===== config.mk =====
export PLATFORM = sky130hd
export DESIGN_NAME = shift_sequencer
export DESIGN_NICKNAME = d
export VERILOG_FILES = /design/src/rtl/shift_sequencer.sv
export SDC_FILE = /design/constraint.sdc
export NUM_CORES = 1
export LEC_CHECK = 0
export ABC_CLOCK_PERIOD_IN_PS = 2800
export CAP_MARGIN = 20
export CORE_ASPECT_RATIO = 1.5
export CORE_MARGIN = 2
export CORE_UTILIZATION = 51
export DETAILED_ROUTE_END_ITERATION = 16
export GPL_TIMING_DRIVEN = 0
export PLACE_DENSITY = 0.84
export SYNTH_ARGS = -nofsm -noshare
export SYNTH_HDL_FRONTEND = slang
export SYNTH_SLANG_ARGS = --single-unit

===== constraint.sdc =====
create_clock -name clock -period 2.8 [get_ports clock]
set_clock_uncertainty 0.05 [all_clocks]
set_input_delay 0.56 -clock clock [delete_from_list [all_inputs] [get_ports clock]]
set_output_delay 0.56 -clock clock [all_outputs]
set_load 0.005 [all_outputs]

===== src/rtl/shift_sequencer.sv =====
// shift_sequencer: command-driven WIDTH-bit register bank (load / shift left / shift right / rotate right).
// Latency: load completes in 1 edge; an N-step shift completes N+1 edges after acceptance (done pulse follows).
// Backpressure: start is only honoured while busy=0; starts seen during RUN or DONE are dropped, not queued.
//
// Ports:
//   clock, reset   posedge clock, asynchronous active-low reset (clears q and aborts any command)
//   start          command strobe, sampled only on an idle edge
//   op             00 load, 01 shift left, 10 shift right, 11 rotate right
//   count          number of shift/rotate steps (0 completes immediately, ignored for load)
//   din            parallel load data
//   ser_in         serial bit shifted in by shift left/right, sampled every RUN edge
//   q              register bank contents
//   ser_out        bit that would leave on the next shift (MSB for shift left, LSB otherwise)
//   busy, done     busy while a command is in flight; done pulses for one cycle at completion
module shift_sequencer #(
  parameter int WIDTH = 8,
  parameter int CNT_W = 4
) (
  input  logic             clock,
  input  logic             reset,
  input  logic             start,
  input  logic [1:0]       op,
  input  logic [CNT_W-1:0] count,
  input  logic [WIDTH-1:0] din,
  input  logic             ser_in,
  output logic [WIDTH-1:0] q,
  output logic             ser_out,
  output logic             busy,
  output logic             done
);

  localparam logic [1:0] OP_LOAD = 2'b00;
  localparam logic [1:0] OP_SHL  = 2'b01;
  localparam logic [1:0] OP_SHR  = 2'b10;
  localparam logic [1:0] OP_ROR  = 2'b11;

  typedef enum logic [1:0] {
    IDLE = 2'b00,
    RUN  = 2'b01,
    DONE = 2'b10
  } state_t;

  state_t           state;
  state_t           state_nxt;
  logic [1:0]       op_r;
  logic [1:0]       op_nxt;
  logic [CNT_W-1:0] remaining;
  logic [CNT_W-1:0] remaining_nxt;
  logic [WIDTH-1:0] q_nxt;
  logic [WIDTH-1:0] q_step;

  // One step of the latched operation applied to the current bank value.
  // Only consumed in RUN, where op_r is never a load.
  always_comb begin
    q_step = q;
    case (op_r)
      OP_SHL:  q_step = {q[WIDTH-2:0], ser_in};
      OP_SHR:  q_step = {ser_in, q[WIDTH-1:1]};
      OP_ROR:  q_step = {q[0], q[WIDTH-1:1]};
      default: q_step = q;
    endcase
  end

  // Next-state and datapath update.
  always_comb begin
    state_nxt     = state;
    op_nxt        = op_r;
    remaining_nxt = remaining;
    q_nxt         = q;
    case (state)
      IDLE: begin
        if (start) begin
          op_nxt        = op;
          remaining_nxt = count;
          if (op == OP_LOAD) begin
            q_nxt     = din;
            state_nxt = DONE;
          end else if (count == '0) begin
            // Zero-length shift: complete without touching q.
            state_nxt = DONE;
          end else begin
            state_nxt = RUN;
          end
        end
      end
      RUN: begin
        q_nxt         = q_step;
        remaining_nxt = remaining - CNT_W'(1);
        if (remaining == CNT_W'(1)) begin
          state_nxt = DONE;
        end
      end
      DONE: begin
        // Start is deliberately not sampled here; the next command can
        // only be accepted from IDLE one edge later.
        state_nxt = IDLE;
      end
      default: begin
        state_nxt = IDLE;
      end
    endcase
  end

  always_ff @(posedge clock or negedge reset) begin
    if (!reset) begin
      state     <= IDLE;
      op_r      <= OP_LOAD;
      remaining <= '0;
      q         <= '0;
    end else begin
      state     <= state_nxt;
      op_r      <= op_nxt;
      remaining <= remaining_nxt;
      q         <= q_nxt;
    end
  end

  // Status outputs decode registered state only, so they cannot glitch.
  assign busy    = (state != IDLE);
  assign done    = (state == DONE);
  assign ser_out = (op_r == OP_SHL) ? q[WIDTH-1] : q[0];

endmodule


==> impl_results.rst, run 1 <==
.. list-table::
   :header-rows: 1

   * - Metric
     - Value
   * - Status
     - completed
   * - Number of sinks on the clock net
     - 16
   * - Launch instance of the worst register-to-register path
     - state[0]
   * - Post-detailed-routing wire length
     - 2210 µm
   * - Synthesized net count
     - 109
   * - GR Overflow Total
     - 0
   * - FMAX
     - 415 MHz
   * - Placed Cells incl. Taps
     - 139
   * - Peak supply drop
     - 0.000553 V
   * - Layout Area Growth over Synthesis
     - 32.6%
   * - Launching element of the worst setup path
     - op_r[1]
   * - Global routing usage on met2
     - 38.2%
   * - Post-synthesis register bit count
     - 16
   * - Power per unit of standard cell area
     - 1090 mW/mm²
   * - Endpoint of the most critical register-to-register path
     - q[2]
   * - Htree depth
     - 1
   * - Filler Cells Inserted
     - 152
   * - Clock network latency to the later pin of the worst-skew pair
     - 0.29 ns
   * - Avg Vias per Cell
     - 5.62
   * - Worst-path clk slew
     - 0.09 ns
   * - Root cell of the clock tree
     - sky130_fd_sc_hd__clkbuf_4
   * - Post-cts hold buffer count
     - 0
   * - Final clock period utilization by the worst path
     - 86.0%
   * - Hold path start
     - remaining[1]
   * - Count of TritonRoute iterations in the first routing pass
     - 4
   * - Data required time at the worst endpoint
     - 2.19 ns
   * - DR DRC count
     - 0
   * - Number of resized instances in the post-cts repair step
     - 0
   * - Worst slew margin
     - 51.3%
   * - R2R setup slack
     - 1.05 ns
   * - Worst Setup End Kind
     - output pin
   * - Sum of negative setup slack
     - 0 ns
   * - Horizontal die dimension
     - 41.2 µm
   * - Placeable core region
     - 0.00200 mm²
   * - N_diodes
     - 0
   * - Gate Count Post-Synth
     - 89
   * - Die boundary height
     - 59.7 µm
   * - Seq/Total Area, Yosys
     - 37.9%
   * - Number of core rows
     - 20
   * - Postcts setup bufs
     - 0
   * - Leading cell types by total area after synthesis
     - sky130_fd_sc_hd__dfrtp_1 38%, sky130_fd_sc_hd__mux2_2 28%, sky130_fd_sc_hd__o22a_1 3.3%
   * - Reported max-cap violation count
     - 0
   * - Total leakage power
     - 0.562 nW
   * - Most utilized layer in the global route result
     - met2
   * - Wire length of the first global-routing pass
     - 3500 µm
   * - Initial antenna violation count
     - 0
   * - Share of cells above drive strength 1
     - 33.9%
   * - Area share of the largest cell type after synthesis
     - 37.9%
   * - Initial DRC Count
     - 6
   * - Via count of the routed design
     - 803
   * - Unrepaired setup endpoints after global routing
     - no
   * - Data arrival time of the worst path
     - 1.80 ns
   * - Routed length per instance
     - 15.4 µm
   * - Kind of start point of the critical path
     - register
   * - Met3 Resource Use GR
     - 2.60%
   * - Final Critical Period
     - 2.41 ns
   * - Final estimated routing congestion in global placement
     - 0.731
   * - Path type of the worst setup path
     - reg -> out
   * - Worst setup path endpoint
     - ser_out
   * - Yosys warns
     - 0
   * - Die footprint
     - 0.00246 mm²
   * - Post-synth cell types
     - 32
   * - Antenna viol nets, final
     - 0
   * - Routing usage on met1
     - 22.9%
   * - CTS tree
     - done
   * - Total track usage
     - 21.0%
   * - Final standard cell count with taps included and fillers excluded
     - 143
   * - Port Buffer Count
     - 28
   * - # setup viols final
     - 0
   * - Number of slew-limit violations in the final report
     - 0
   * - CTS Buffer Depth
     - 2
   * - Class of the tightest hold or removal check
     - reg -> reg
   * - Actual slew at the worst max-slew pin
     - 0.728 ns
   * - Final layout net count
     - 142
   * - Combined area of all synthesized cells
     - 0.00106 mm²
   * - Maximum number of pins on one net before global-route repair
     - 17
   * - Final Hold Vio Count
     - 0
   * - Inserted Clock Buffers
     - 3
   * - Effective utilization at floorplan
     - 52.8%
   * - Top cell type by total area after synthesis
     - sky130_fd_sc_hd__dfrtp_1
   * - Worst-path fanout max
     - 10
   * - HPWL after detailed placement
     - 1720 µm
   * - Boundary Pins
     - 29
   * - Path depth of the worst reg2reg path
     - 4
   * - Average cell area after synthesis
     - 11.9 µm²
   * - Number of global-route vias before repair
     - 835
[layer usage]
metal | share of wire, % | vias up
met5 | 0 | -
met4 | 1.4 | 0
met3 | 5.9 | 4
met2 | 53 | 30
met1 | 40 | 376
li1 | - | 393
[sequential cells by signal, indices dropped and copies added, names as in the netlist]
signal     flops
state          2
remaining      4
op_r           2
q              8
[worst max-delay path: stages, from the launching register on]
cell and delay, ns:
sky130_fd_sc_hd__dfrtp_1 0.41, sky130_fd_sc_hd__buf_4 0.20, sky130_fd_sc_hd__nand2b_1 0.13, sky130_fd_sc_hd__mux2_2 0.33, sky130_fd_sc_hd__clkdlybuf4s50_1 0.44
[layout make-up]
type | count | area (µm²) | area share (%)
multi-input combinational | 64 | 597 | 42.6
sequential | 16 | 400 | 28.6
timing repair buffer | 28 | 280 | 20.0
buffer | 5 | 43.8 | 3.13
clock buffer | 4 | 36.3 | 2.59
tap | 22 | 27.5 | 1.97
inverter | 4 | 15.0 | 1.07
[where the power goes]
group / total (mW) / switching, mW / internal (mW)
logic: 0.907 / 0.326 / 0.581
registers: 0.469 / 0.119 / 0.350
clock network: 0.156 / 0.0764 / 0.0793
[worst min path at each step]
stage                               to  cells past startpoint
after floorplan                op_r[0]                      0
after global placement    remaining[3]                      1
after detailed placement  remaining[3]                      1
after CTS                 remaining[1]                      1
after global routing      remaining[1]                      1
final                     remaining[1]                      1
[logic make-up (layout without fill, tap and decap cells)]
family                   Yosys count  after routing  synth area share (%)
multiplexers                      26             26                  27.7
AND/OR/NAND/NOR                   22             22                  13.9
flip-flops                        16             16                  37.9
AO/OA/AOI/OAI                     14             14                  12.6
buffers and inverters              9             41                  5.57
adder cells (fa/ha/maj)            2              2                  2.37
[synthesized netlist by cell type, drive strengths merged]
| library cell | instances |
|---|---|
| a211oi | 1 |
| mux2 | 26 |
| or2b | 1 |
| and3b | 1 |
| nor2b | 1 |
| a221o | 1 |
| nand3 | 1 |
| o32a | 1 |
| and2b | 1 |
| nor4b | 1 |
| or2 | 2 |
| o21bai | 1 |
| nand2b | 1 |
| ha | 2 |
| inv | 4 |
| o31a | 1 |
| nor4 | 1 |
| clkbuf | 2 |
| nor3b | 3 |
| dfrtp | 16 |
| or3 | 1 |
| a21oi | 4 |
| and2 | 1 |
| nand2 | 1 |
| o22a | 4 |
| and4bb | 1 |
| buf | 3 |
| nor2 | 5 |
| o32ai | 1 |
[metrics by stage]
stage	hold WS [ns]	area, µm²	utilization, %	power (mW)	setup slack [ns]
after floorplan	0.214	1060	-	1.06	1.06
after global placement	0.452	1360	68.1	1.35	0.497
after detailed placement	0.477	1360	68.1	1.39	0.461
after CTS	0.501	1400	69.9	1.55	0.385
after global routing	0.530	1400	69.9	1.66	0.299
final	0.500	1400	69.9	1.53	0.391
[cells in the final DEF, fill, tap and decap left out, types with 2 or more instances in the layout]
cell / count
sky130_fd_sc_hd__nor2_1: 5
sky130_fd_sc_hd__clkbuf_8: 2
sky130_fd_sc_hd__clkdlybuf4s50_1: 28
sky130_fd_sc_hd__nor3b_1: 3
sky130_fd_sc_hd__clkbuf_4: 3
sky130_fd_sc_hd__mux2_2: 26
sky130_fd_sc_hd__a21oi_1: 4
sky130_fd_sc_hd__buf_4: 2
sky130_fd_sc_hd__inv_1: 4
sky130_fd_sc_hd__ha_1: 2
sky130_fd_sc_hd__o22a_1: 4
sky130_fd_sc_hd__dfrtp_1: 16
(Power assumes the default switching activity.)
==> inputs of run 2 (changes only) <==
CTS_CLUSTER_DIAMETER = 200   (was not set)
SLEW_MARGIN = 20   (was not set)
==> results of run 2 <==
Final layout, timing and power as in run 1 (identical DEF).
==> inputs of run 3 (changes only) <==
TNS_END_PERCENT = 1   (was not set)
==> results of run 3 <==
Final layout, timing and power as in run 1 (identical DEF).
